`config.mk`:
```
export PLATFORM = sky130hd
export DESIGN_NAME = mash11_modulator
export DESIGN_NICKNAME = d
export VERILOG_FILES = /design/src/rtl/mash11_modulator.sv
export SDC_FILE = /design/constraint.sdc
export NUM_CORES = 1
export LEC_CHECK = 0
export ABC_AREA = 1
export CORE_UTILIZATION = 40
export CTS_CLUSTER_DIAMETER = 100
export CTS_CLUSTER_SIZE = 12
export DETAILED_ROUTE_END_ITERATION = 10
export SYNTH_ARGS = -nofsm -noshare
export SYNTH_HDL_FRONTEND = slang
export SYNTH_SLANG_ARGS = --single-unit
```
`constraint.sdc`:
```
create_clock -name aclk -period 6.6 [get_ports aclk]
set_clock_uncertainty 0.2 [all_clocks]
set_input_delay 1.32 -clock aclk [delete_from_list [all_inputs] [get_ports aclk]]
set_output_delay 1.32 -clock aclk [all_outputs]
set_load 0.05 [all_outputs]
```
`src/rtl/mash11_modulator.sv`:
```
// mash11_modulator: MASH 1-1 delta-sigma modulator with tick divider and one-entry AXI-Stream input buffer.
// Optional build macro MASH11_DITHER_EN adds a 16-bit LFSR whose LSB dithers the stage-1 input.
module mash11_modulator #(
    parameter int WIDTH   = 16,
    parameter int OSR_DIV = 1
) (
    input  logic             aclk,
    input  logic             arst,
    input  logic [WIDTH-1:0] s_axis_data_tdata,
    input  logic             s_axis_data_tvalid,
    output logic             s_axis_data_tready,
    output logic [1:0]       m_dac_code,
    output logic             m_dac_valid,
    output logic             underrun
);
    localparam int CW = OSR_DIV > 1 ? $clog2(OSR_DIV) : 1;

    logic [CW-1:0]    cnt;
    logic             tick;
    logic             accept;
    logic             pending;
    logic [WIDTH-1:0] pend_data;
    logic [WIDTH-1:0] x;
    logic [WIDTH-1:0] xin;
    logic [WIDTH-1:0] acc1;
    logic [WIDTH-1:0] acc2;
    logic [WIDTH:0]   s1;
    logic [WIDTH:0]   s2;
    logic             c2_d;

    assign tick               = cnt == CW'(OSR_DIV - 1);
    assign s_axis_data_tready = !pending | tick;
    assign accept             = s_axis_data_tvalid & s_axis_data_tready;

`ifdef MASH11_DITHER_EN
    logic [15:0] lfsr;

    // Fibonacci LFSR (taps 16,15,13,4) stepping once per modulator tick
    always_ff @(posedge aclk) begin
        if (arst)
            lfsr <= 16'hACE1;
        else if (tick)
            lfsr <= {lfsr[14:0], lfsr[15] ^ lfsr[14] ^ lfsr[12] ^ lfsr[3]};
    end

    assign xin = &x ? x : x + WIDTH'(lfsr[0]);
`else
    assign xin = x;
`endif

    assign s1 = {1'b0, acc1} + {1'b0, xin};
    assign s2 = {1'b0, acc2} + {1'b0, s1[WIDTH-1:0]};

    // Tick divider: wraps at OSR_DIV-1
    always_ff @(posedge aclk) begin
        if (arst)
            cnt <= '0;
        else
            cnt <= tick ? '0 : cnt + CW'(1);
    end

    // Input buffer: a tick drains the pending beat into x before a same-cycle beat refills it
    always_ff @(posedge aclk) begin
        if (arst) begin
            pending   <= 1'b0;
            pend_data <= '0;
            x         <= '0;
            underrun  <= 1'b0;
        end else begin
            if (accept)
                pend_data <= s_axis_data_tdata;
            if (tick) begin
                if (pending)
                    x <= pend_data;
                else
                    underrun <= 1'b1;
                pending <= accept;
            end else if (accept) begin
                pending <= 1'b1;
            end
        end
    end

    // Two cascaded error-feedback stages; code = c1 + c2 - c2_d + 1 fits 0..3
    always_ff @(posedge aclk) begin
        if (arst) begin
            acc1        <= '0;
            acc2        <= '0;
            c2_d        <= 1'b0;
            m_dac_code  <= 2'd1;
            m_dac_valid <= 1'b0;
        end else begin
            m_dac_valid <= tick;
            if (tick) begin
                acc1       <= s1[WIDTH-1:0];
                acc2       <= s2[WIDTH-1:0];
                c2_d       <= s2[WIDTH];
                m_dac_code <= {1'b0, s1[WIDTH]} + {1'b0, s2[WIDTH]} + {1'b0, ~c2_d};
            end
        end
    end
endmodule

```
# Word-level counts from Yosys, hierarchy flattened
# Index checks and enable logic that the tools add are counted.
# word_totals
word_cells	27
register_bits	71
# op_classes
eq_ne	1
reduce_logical	4
add_sub_neg	5
n_mux	2
n_bitwise	5
# op_table
op	n
$add 16x16->17	2
$reduce_and 2->1	2
$not 1->1	3
$add 1x1->2	1
$add 2x1->2	1
$mux 1	2
$ne 2x1->1 const B	1
$reduce_or 2->1	1
$add 1x1->1 const B	1
$and 1x1->1	1
$logic_not 1->1	1
$or 1x1->1	1

# Logic depth before layout (Yosys ltp)
# Gate-level depths: netlist (run 1).
# logic_depth
ltp_word	5
mapped_depth	20
depth_no_buf	20

# Worst setup path after synthesis (run 1)
# No wires, ideal clock.
# synth_path
kind	flip-flop to flip-flop
from	register x[0]
to	register m_dac_code[0]
required_time_ps	6283
setup_slack_ps	3325
arrival_time_ps	2958
path_stages_with_launch	20
setup_ps	117
path_cell_list	dfxtp_1 ha_1 inv_1 fa_1 inv_1 nand4_1 nand2_1 nand2_1 nand2_1 nand2_1 and2_1 ha_1 nand2_1 nor2_1 nor2_1 nor2_1 nor2_1 nand2_1 fa_1 o22a_1
# synth_via
elab_chain_cells	4
# synth_rtl
item	line	rtl
start: declaration	23	logic [WIDTH-1:0] x;
start signal: assignment	74	x <= pend_data;
$add 16x16->17	51	assign s1 = {1'b0, acc1} + {1'b0, xin};
named net s1[10]	27	logic [WIDTH:0] s1;
$add 16x16->17	52	assign s2 = {1'b0, acc2} + {1'b0, s1[WIDTH-1:0]};
named net s2[16]	28	logic [WIDTH:0] s2;
$add 1x1->2	98	m_dac_code <= {1'b0, s1[WIDTH]} + {1'b0, s2[WIDTH]} + {1'b0, ~c2_d};
$add 2x1->2	98	
end signal: assignment	98	
end: declaration	12	output logic [1:0] m_dac_code,
# The timed path passes the listed nets, and every way through them passes these cells.
# A chain may end at the register's enable or synchronous reset.

# Final worst setup path (run 1)
# Ends and elaborated chain as after synthesis.

==> metrics.txt, run 1 <==
max-slew violations=0; die height=105 µm; vias in the first global route=3,818; r2r setup slk=roughly 3.0 ns; final period utilization=0.541; gr ovfl total=0; Inserted Diodes=0; worst setup path class=flop to flop; WP data arrival=~3.6 ns; Final Net Count=between 700 and 800; commonest non-fill, non-tap cell in the layout=nand2_1; first-pass GRT wire length=around 17,000 µm; Root Driver=clkbuf_8; FF-to-FF Start=x[0]$_SDFFE_PP0P_; Pwr Density=a little under 200 nW/µm²; Peak VDD IR=roughly 0.14 mV; worst hold stages=2; vias per inst=~4.7; final hold violations=0; post-synth cell types=34; initial antenna violation count=0; via count=approximately 3,900; Total Routing Usage GR=0.189; ANT nets after route=0; number of remaining DRC errors=0; IO Pins=24; Clock Path Buffers=2; cells on worst reg2reg path=19; layer with the highest usage=met2; Yosys reg bits=71; met2 GRT Util=0.318; initial core utilization=0.412; routed len/inst=around 11 µm; crit start category=flop; Sink Count=71; CTS tree=done; Hold Path Class=flop to flop; M3 GR Usage=0.0449; Reg-to-Reg End=m_dac_code[0]$_SDFFE_PP1N_; Tmin final=approximately 3.6 ns; Filler cells=between 1,000 and 1,500; row cnt=37; H-tree depth=3; Setup Fix Bufs, Post-CTS=0; CP required=between 6 and 7 ns; DR pass1 iterations=4; Mapped Cells=656; post-detail-place hpwl=roughly 7000 µm; met1 Use GR=0.238; die area=between 10,000 and 15,000 µm²; sequential area share after synthesis=0.334; DP Worst Slack=just over 3 ns; Mapped Nets=710; status=finished clean; Yosys warnings=0; final setup fails=0; Worst-Skew Late Latency=between 0.3 and 0.4 ns; FMAX=about 280 MHz; hold-fix buffers at CTS=0; most frequent cells in the layout=nand2_1 (271), inv_1 (87), dfxtp_1 (71); Post-Syn Area=~4300 µm²; gpl congestion=~0.86; worst setup margin=~3.0 ns; DR iter-0 viols=around 140; clock-pin slew on the worst setup and hold paths=0.09 ns; HP Start=acc1[7]$_SDFFE_PP0N_; Synth-to-Final Area Change=14.0%; setup_tns=0 ns; Hold EP=acc1[7]$_SDFFE_PP0N_; core area=around 10,000 µm²; MaxCap Viol Count=0; largest net degree at the start of global routing=37; leak pwr=approximately 2.5 nW; Post-CTS Resized=0; share of cells above drive strength 1=0.0453; Total Routed Length=9330 µm; syn_area_per_cell=~6.5 µm²; worst-path maximum fanout=5; CTS buffer count=9; # port buffers=23; die width=between 100 and 150 µm; RSZ-0062 raised after global routing=no; Crit. End Element=flop
==> cell type report <==
| class | count | area, µm² | area share |
|---|---|---|---|
| well taps | 136 | 170 | 0.0351 |
| clock buffers | 10 | 128 | 0.0263 |
| multi-input cells | 481 | 2430 | 0.500 |
| repair buffers | 26 | 253 | 0.0521 |
| flip-flops and latches | 71 | 1420 | 0.293 |
| inverters | 90 | 338 | 0.0696 |
| clock inverters | 6 | 116 | 0.0240 |
==> cell families after synthesis <==
group	after synthesis	synth area share
other cells	1	0.000881
fa+ha+maj	35	0.108
compound gates	75	0.0958
flops	71	0.334
buf+inv	104	0.0961
simple gates	363	0.349
xor+xnor	7	0.0162
==> metal layers <==
metal / vias to the layer above / share of wire
li1: 2094 / -
met1: 1704 / 0.50
met2: 50 / 0.45
met3: 13 / 0.035
met4: 0 / 0.017
met5: - / 0
==> synth_stat cells, drive strengths merged <==
library cell	count	area share
buf	12	0.015
conb	1	0.00088
nand3	32	0.038
xor2	3	0.0079
nand4	4	0.0059
or2	2	0.0029
a21oi	54	0.063
clkbuf	2	0.0018
a22o	5	0.010
dfxtp	71	0.33
o21ai	10	0.012
o22a	1	0.0021
a21o	1	0.0018
o21bai	1	0.0018
nand2	276	0.25
and2	9	0.014
nor3	6	0.0071
ha	32	0.094
inv	90	0.079
o22ai	2	0.0029
fa	3	0.014
nand3b	5	0.0088
xnor2	4	0.0082
a211oi	1	0.0018
nor2	29	0.027
==> per-stage QoR <==
step / utilization / hold slack, ns / power [mW] / instances / cell area [µm²]
finish: 0.470 / 0.259 / 0.959 / 820 / 4850
detailed placement: 0.446 / 0.248 / 0.538 / 804 / 4610
global route: 0.470 / 0.277 / 1.00 / 820 / 4850
global placement: 0.446 / 0.241 / 0.536 / 804 / 4610
floorplan: - / 0.226 / 0.511 / 656 / 4260
CTS: 0.470 / 0.262 / 0.972 / 820 / 4850
==> flip-flops by register name, summed over array words and instances, names as in the netlist <==
signal	flops
acc1	16
acc2	16
c2_d	1
cnt	1
m_dac_code	2
m_dac_valid	1
pend_data	16
pending	1
underrun	1
x	16
==> worst max-delay path by stage <==
stage / start / to / depth (start not counted)
4_1_cts: x[0]$_SDFFE_PP0P_ / m_dac_code[0]$_SDFFE_PP1N_ / 19
5_1_grt: x[0]$_SDFFE_PP0P_ / m_dac_code[0]$_SDFFE_PP1N_ / 19
3_5_place_dp: x[0]$_SDFFE_PP0P_ / m_dac_code[0]$_SDFFE_PP1N_ / 19
6_report: x[0]$_SDFFE_PP0P_ / m_dac_code[0]$_SDFFE_PP1N_ / 19
2_1_floorplan: x[0]$_SDFFE_PP0P_ / m_dac_code[0]$_SDFFE_PP1N_ / 19
3_3_place_gp: x[0]$_SDFFE_PP0P_ / m_dac_code[0]$_SDFFE_PP1N_ / 19
==> where the power goes <==
group	internal (mW)	leakage (nW)	switching (mW)
registers	0.441	0.577	0.00755
clock network	0.254	0.121	0.178
logic	0.0311	1.85	0.0468
total	0.726	2.55	0.233
==> critical path: stages (launching register included) <==
cell	delay, ns
dfxtp_1	0.35
ha_1	0.17
inv_1	0.05
fa_1	0.40
inv_1	0.09
nand4_1	0.09
nand2_1	0.13
nand2_1	0.08
nand2_1	0.06
nand2_1	0.05
and2_1	0.14
ha_1	0.34
nand2_1	0.14
nor2_1	0.06
nor2_1	0.16
nor2_1	0.06
nor2_1	0.09
nand2_1	0.10
fa_1	0.48
o22a_1	0.21
(Power assumes the default switching activity.)
==> run 2, diff against run 1 <==
- clock period: 6.6 -> 3.67 ns (I/O delays scaled with it)
==> metrics.txt, run 2 (synthesis results as in run 1) <==
Reg-to-Reg End=m_dac_code[0]$_SDFFE_PP1N_; CP required=3.72 ns (-2.93 ns); Synth-to-Final Area Change=14.0% (about the same); CTS buffer count=9 (unchanged); Crit. End Element=flop; commonest non-fill, non-tap cell in the layout=nand2_1; die area=11,100 µm² (unchanged); number of remaining DRC errors=0 (unchanged); FMAX=296 MHz (+5.5%); die width=105 µm (unchanged); worst-path maximum fanout=5 (unchanged); IO Pins=24 (unchanged); CTS tree=done; Total Routed Length=9250 µm (-0.84%); row cnt=37 (unchanged); Worst slew margin=0.665; Setup Fix Bufs, Post-CTS=0 (unchanged); final instance area=4850 µm² (about the same); FF-to-FF Start=x[6]$_SDFFE_PP0P_; MaxCap Viol Count=0 (unchanged); area of the multi-input gates=2470 µm² (+2.0%); status=finished clean; Total Routing Usage GR=0.184 (-0.00529); WP buf/inv=1 (-1); initial antenna violation count=0 (unchanged); gr ovfl total=0 (unchanged); Hold Path Class=flop to flop; Pwr Density=327 nW/µm² (+65%); worst setup path class=flop to flop; Worst path slowest cell=fa_1; Tmin final=3.38 ns (-0.185 ns); die height=105 µm (unchanged); Inserted Diodes=0 (unchanged); crit start category=flop; biggest cell delay along the critical path=0.48 ns (about the same); Filler cells=1,088 (-2.1%); leak pwr=2.53 nW (-0.90%); DP Worst Slack=0.121 ns (-2.93 ns); gpl congestion=0.903 (+5.0%); Least-Margin Pin Slew=between 0.5 and 0.6 ns; DR iter-0 viols=144 (+6.7%); initial core utilization=0.412 (unchanged); ANT nets after route=0 (unchanged); vias in the first global route=3,649 (-4.4%); Root Driver=clkbuf_8; WP depth=18 (-1); vias per inst=4.70 (-0.16%); setup_tns=0 ns (unchanged); clock-pin slew on the worst setup and hold paths=0.08 ns (about the same); worst hold stages=2 (unchanged); HP Start=acc1[11]$_SDFFE_PP0N_; post-detail-place hpwl=7000 µm (-0.15%); Worst-Skew Late Latency=0.36 ns (about the same); Sequential Area=1420 µm² (unchanged); max-slew violations=0 (unchanged); hold slack=0.258 ns (-0.00172 ns); # port buffers=23 (unchanged); family with the most delay on the worst path=adder cells; share of cells above drive strength 1=0.0629 (+0.0175); first-pass GRT wire length=16,200 µm (-3.6%); Hold EP=acc1[11]$_SDFFE_PP0N_; routed len/inst=11.3 µm (-0.84%); r2r setup slk=0.29 ns (-2.75 ns); largest net degree at the start of global routing=35 (-5.4%); H-tree depth=3 (unchanged); DR pass1 iterations=4 (unchanged); total power=1.58 mW (+65%); Final Net Count=733 (unchanged); core area=10,300 µm² (unchanged); hold-fix buffers at CTS=0 (unchanged); Placed Instance Area=4610 µm² (unchanged); Clock Path Buffers=2 (unchanged); Sink Count=71 (unchanged); worst setup margin=0.287 ns (-2.75 ns); via count=3,855 (-0.16%); final hold violations=0 (unchanged); cells along the critical path=ha_1 > nand2_1 > inv_1 > a21oi_1 > nand2_2 > nand2_1 > nand2_1 > nand2_1 > and2_1 > ha_2 > nand2_1 > nand2_1 > nor2_2 > nor2_1 > nor2_1 > nand2_1 > fa_1 > o22a_1; WP data arrival=3.43 ns (-0.19 ns); final setup fails=0 (unchanged); final period utilization=0.922 (+0.381); most frequent cells in the layout=nand2_1 (267), inv_1 (87), dfxtp_1 (71); Peak VDD IR=0.221 mV (+59%); most used cell, CP=nand2_1; cells on worst reg2reg path=18 (-1)
[run 2: worst register-to-register path, delay by kind of cell (launching register included)]
| family | cells | cell delay (ns) |
|---|---|---|
| AND/OR/NAND/NOR | 12 | 1.14 |
| buffers and inverters | 1 | 0.06 |
| AO/OA/AOI/OAI | 2 | 0.38 |
| adder cells (fa/ha/maj) | 3 | 1.17 |
| flip-flops | 1 | 0.33 |
[run 2: metrics by stage]
stage	cells	util
finish	820	0.470
global route	820	0.470
CTS	820	0.465
floorplan	656	-
detailed placement	804	0.446
global placement	804	0.446
[run 2: layer usage]
| metal | up-vias | share of wire | GRT usage |
|---|---|---|---|
| met5 | - | 0 | 0 |
| met4 | 0 | 0.018 | 0.0664 |
| met3 | 12 | 0.026 | 0.0405 |
| met2 | 48 | 0.46 | 0.316 |
| met1 | 1701 | 0.49 | 0.224 |
| li1 | 2094 | - | - |
[run 2: layout make-up]
| type | instances | area share |
|---|---|---|
| Clock inverter | 7 | 0.0147 |
| Inverter | 90 | 0.0696 |
| Clock buffer | 9 | 0.0255 |
| Tap cell | 136 | 0.0351 |
| Sequential cell | 71 | 0.293 |
| Timing Repair Buffer | 26 | 0.0521 |
| Multi-Input combinational cell | 481 | 0.510 |
[run 2: worst max path at each step]
stage	from	endpoint	slack, ns
after global routing	x[0]$_SDFFE_PP0P_	m_dac_code[0]$_SDFFE_PP1N_	-0.007
after global placement	x[0]$_SDFFE_PP0P_	m_dac_code[0]$_SDFFE_PP1N_	0.19
after detailed placement	x[0]$_SDFFE_PP0P_	m_dac_code[0]$_SDFFE_PP1N_	0.12
final	x[6]$_SDFFE_PP0P_	m_dac_code[0]$_SDFFE_PP1N_	0.29
after CTS	x[0]$_SDFFE_PP0P_	m_dac_code[0]$_SDFFE_PP1N_	0.11
after floorplan	x[0]$_SDFFE_PP0P_	m_dac_code[0]$_SDFFE_PP1N_	0.39
[run 2: repair_timing]
| item | in CTS | in global routing |
|---|---|---|
| resized for setup | 0 | 11 |
| hold endpoints to repair | 0 | 0 |
| endpoints found under the setup margin | 0 | 2 |
[run 2: power breakdown]
part	switching, mW	internal, mW	leakage (nW)
Clock	0.320	0.315	0.103
Combinational	0.0847	0.0575	1.85
Sequential	0.0140	0.794	0.577
Total	0.419	1.17	2.53
==> run 3, diff against run 2 <==
- CORE_ASPECT_RATIO: default -> 1.25
==> metrics.txt, run 3 (synthesis results as in run 1) <==
post-detail-place hpwl=7290 µm (+4.1%); Final Util=0.491 (+0.0215); MaxCap Viol Count=0 (unchanged); die height=117 µm (+12%); via count=3,865 (+0.26%); Final Net Count=734 (+0.14%); H-tree depth=3 (unchanged); Hold Path Class=flop to flop; Pwr Density=382 nW/µm² (+17%); hold slack=0.253 ns (-0.00499 ns); Tmin final=3.45 ns (+0.0684 ns); most frequent cells in the layout=nand2_1 (269), inv_1 (87), dfxtp_1 (71); Inserted Diodes=0 (unchanged); gr ovfl total=0 (unchanged); largest net degree at the start of global routing=35 (unchanged); crit start category=flop; vias in the first global route=3,726 (+2.1%); CP required=3.69 ns (-0.03 ns); Sink Count=71 (unchanged); row cnt=41 (+11%); commonest non-fill, non-tap cell in the layout=nand2_1; hold-fix buffers at CTS=0 (unchanged); number of remaining DRC errors=0 (unchanged); initial core utilization=0.417 (+0.00465); final setup fails=0 (unchanged); DR iter-0 viols=175 (+22%); IO Pins=24 (unchanged); worst setup path class=flop to flop; Root Driver=clkbuf_16; Post-CTS Resized=0 (unchanged); DR pass1 iterations=4 (unchanged); clock-pin slew on the worst setup and hold paths=0.06 ns (-0.02 ns); Placed Instance Area=4610 µm² (about the same); worst-path maximum fanout=5 (unchanged); Total Routed Length=9660 µm (+4.4%); first-pass GRT wire length=16,300 µm (+1.2%); initial antenna violation count=0 (unchanged); total power=1.92 mW (+21%); ANT nets after route=0 (unchanged); die area=11,100 µm² (about the same); max-slew violations=0 (unchanged); Synth-to-Final Area Change=17.8%; WP data arrival=3.47 ns (+0.04 ns); CTS buffer count=9 (unchanged); share of cells above drive strength 1=0.0642 (+0.00137); Total Routing Usage GR=0.187 (+0.00347); Peak VDD IR=0.338 mV (+53%); FMAX=290 MHz (-2.0%); Crit. End Element=flop; gpl congestion=0.816 (-9.6%); RSZ-0062 raised after global routing=no; CTS tree=done; Worst slew margin=0.663 (-0.00226); final hold violations=0 (unchanged); status=finished clean; die width=94.3 µm (-10%); Setup Fix Bufs, Post-CTS=0 (unchanged); Clock Path Buffers=2 (unchanged); leak pwr=2.59 nW (+2.4%); setup_tns=0 ns (unchanged); final instance area=5020 µm² (+3.4%); routed len/inst=11.9 µm (+5.2%); core area=10,200 µm² (-1.1%); final period utilization=0.940 (+0.0186); Worst-Skew Late Latency=0.33 ns (-0.03 ns); # port buffers=23 (unchanged); vias per inst=4.75 (+1.0%); Least-Margin Pin Slew=0.504 ns (+0.00338 ns)
run 3: cell types whose count changed in the layout (fill, tap and decap cells not counted), moves of 2 or more:
cell,before,now
clkbuf_16,0,9
clkbuf_8,9,1
clkinv_2,3,0
clkinvlp_4,0,2
ha_4,2,4
nand2_1,267,269
nand2_2,9,7
run 3: layout make-up:
cell class	count	area (µm²)
Multi-Input combinational cell	481	2500
Tap cell	129	161
Fill cell	1020	5190
Clock inverter	6	92.6
Clock buffer	10	239
Timing Repair Buffer	27	260
Sequential cell	71	1420
Inverter	90	338
run 3: critical path, cell delays in order, from the launching register on:
cell	delay, ns
dfxtp_1	0.32
ha_1	0.36
nor2_1	0.16
inv_1	0.08
nand3b_1	0.10
nand2_2	0.09
nand2_1	0.10
nand3b_1	0.09
and2_1	0.20
ha_1	0.34
nand2_1	0.08
nand2_1	0.05
inv_1	0.07
nor2_1	0.05
nor2_2	0.12
nor2_1	0.05
nor2_1	0.08
nand2_1	0.10
fa_1	0.48
o22a_1	0.22
run 3: per-stage QoR:
step                      std cells  setup WS, ns
after floorplan                 656         0.395
after global placement          798         0.179
after detailed placement        798         0.114
after CTS                       814        0.0932
after global routing            814        0.0191
final                           814         0.219
run 3: worst paths after layout:
check / to / startpoint / cells past startpoint / slack [ns]
setup / recovery: m_dac_code[0]$_SDFFE_PP1N_ / x[2]$_SDFFE_PP0P_ / 19 / 0.22
hold reg to reg: c2_d$_SDFFE_PP0N_ / c2_d$_SDFFE_PP0N_ / 2 / 0.25
hold / removal: c2_d$_SDFFE_PP0N_ / c2_d$_SDFFE_PP0N_ / 2 / 0.25
setup reg to reg: m_dac_code[0]$_SDFFE_PP1N_ / x[2]$_SDFFE_PP0P_ / 19 / 0.22
run 3: power by group:
part,internal [mW],switching (mW)
combinational,0.0589,0.0870
clock,0.617,0.346
sequential,0.795,0.0142
run 3: metal layers:
metal	share of wire	GRT usage	routed length, µm
met5	0	0	0
met2	0.50	0.326	4820
met1	0.44	0.218	4290
met4	0.023	0.0788	226
met3	0.034	0.0357	333
==> edit: new RTL, flow settings as in run 2 <==
The parameter `WIDTH` goes from 16 to 32.
--- a/src/rtl/mash11_modulator.sv
+++ b/src/rtl/mash11_modulator.sv
@@ -1,7 +1,7 @@
 // mash11_modulator: MASH 1-1 delta-sigma modulator with tick divider and one-entry AXI-Stream input buffer.
 // Optional build macro MASH11_DITHER_EN adds a 16-bit LFSR whose LSB dithers the stage-1 input.
 module mash11_modulator #(
-    parameter int WIDTH   = 16,
+    parameter int WIDTH   = 32,
     parameter int OSR_DIV = 1
 ) (
     input  logic             aclk,
Interface: changed (resized s_axis_data_tdata); port bits go from 24 to 40. No check against the original RTL was run, so the function may have changed too.
==> edit against run 2 <==
Worst setup slack got worse by 0.16 ns. Cell area grew to 2.5 times the old value. Non-clock buffer count up 113. Sequential cell count rose by 64. Sequential share of layout area shrank 7.2 points. Wire length increased to 2.9 times the old value. Area after synthesis is 120% higher. Hold slack gained 0.0015 ns. Core utilization up 7.2 points. Total power increased to 2.8 times the old value. Largest cell class unchanged.
==> edit: results (changes against run 2) <==
outcome finished clean; cell internal pwr 0.003129 W (+170%); power dissipated in sequential cells 0.00165 W (+100%); length of routed wiring on met1 12.87 mm (+180%); largest cells by area after synthesis dfxtp_1, nand2_1, inv_1; post-detailed-placement cell area 10680 um^2 (+130%); root buffer selected by CTS clkbuf_16; Nets 1795 (+140%); leakage power figure 6.501 nW (+160%); average wire per cell in the routed design 13.33 um (+18%); proportion of layout cells with a drive suffix above 1 19.64% (+13 points); Global Route met1 Usage 30.29% (+7.9 points); overall fraction of global-route tracks in use 22.82% (+4.5 points); FILL cells 2253 (+110%); count of cells along the worst register-to-register path 19 (+1); arrival time at the worst endpoint 3.62 ns (+0.19 ns); share of the yosys chip area belonging to registers 28.97% (-4.4 points); global routing usage on met3 3.194% (-0.86 points); final RePlAce weighted congestion 0.9582 (+6.1%); synth cell count leaders nand2_1, inv_1, nor2_1; dpl hpwl 20.23 mm (+190%); routing usage on met2 37.69% (+6.1 points); Post-Route Hold Slack 0.2592 ns (+0.001491 ns); maximum vdd drop 0.3220 mV (+46%); vias in the first global route 8948 (+150%); design area 12340 um^2 (+150%); Critical Path Max Stage Delay 0.42 ns (-0.06 ns); CP max FO 4 (-1); Via Count 9598 (+150%); number of detailed-route iterations in the first pass 5 (+1); register-to-register setup slack 0.13 ns (-0.16 ns); maximum number of pins on one net before global-route repair 53 (+51%); first-pass GRT wire length 42.94 mm (+170%); detailed-routed wire length on met3 1.048 mm (+330%); start of the worst register-to-register path acc1[24]; Synth Net Count 1669 (+140%); Comb power frac 20.6% (+12 points); htree depth 4 (+1); cell area power density 362.0 nW/um^2 (+11%)
==> edit: changes by cell type after synthesis, moves of 4 or more <==
cell      before  now
and2_1         8   16
clkbuf_1       2   22
dfxtp_1       71  135
ha_1          32   64
inv_1         87  244
nand2_1      271  570
nand2_2        5   10
nand3_1       32   76
nor2_1        27  212
nor3_2         0    4
o21ai_0        8   83
o21bai_1       1    5
xor2_1         2    9
==> edit: worst max-delay path: cells and delay by family, from the launching register on <==
family | cells | cell delay, ns
flops | 1 | 0.34
simple gates | 14 | 1.45
buf+inv | 2 | 0.30
fa+ha+maj | 3 | 1.08
==> edit: layout make-up <==
cell class,count,area share [%]
inverters,247,7.514
well taps,313,3.174
repair buffers,139,9.411
flip-flops and latches,135,22.08
clock inverters,13,1.470
clock buffers,19,3.671
multi-input cells,1153,52.68
==> edit: how the worst min path moves through the flow <==
stage,start,endpoint,depth (start not counted)
after global routing,acc1[25],acc1[25],2
after floorplan,c2_d,c2_d,2
after CTS,c2_d,c2_d,2
after global placement,c2_d,c2_d,2
final,c2_d,c2_d,2
after detailed placement,c2_d,c2_d,2
==> edit: cells by family after synthesis <==
kind of cell,synth area share [%]
AND/OR/NAND/NOR,39.68
buffers and inverters,11.36
AO/OA/AOI/OAI,8.998
flip-flops,28.97
adder cells (fa/ha/maj),9.226
XOR/XNOR,1.730
other,0.04019
==> edit: stage by stage <==
step | instances | setup slack, ns
floorplan | 1567 | 0.1640
global placement | 1977 | -0.07994
detailed placement | 1977 | -0.1261
CTS | 2009 | 0.001305
global route | 2019 | -0.1008
finish | 2019 | 0.1289
==> edit: timing repair <==
item / in CTS / in global routing
gates resized for setup: 19 / 179
hold buffers: 0 / 0
buffers inserted: 0 / 10
pin swaps: 0 / 41
setup endpoints to repair: 2 / 8
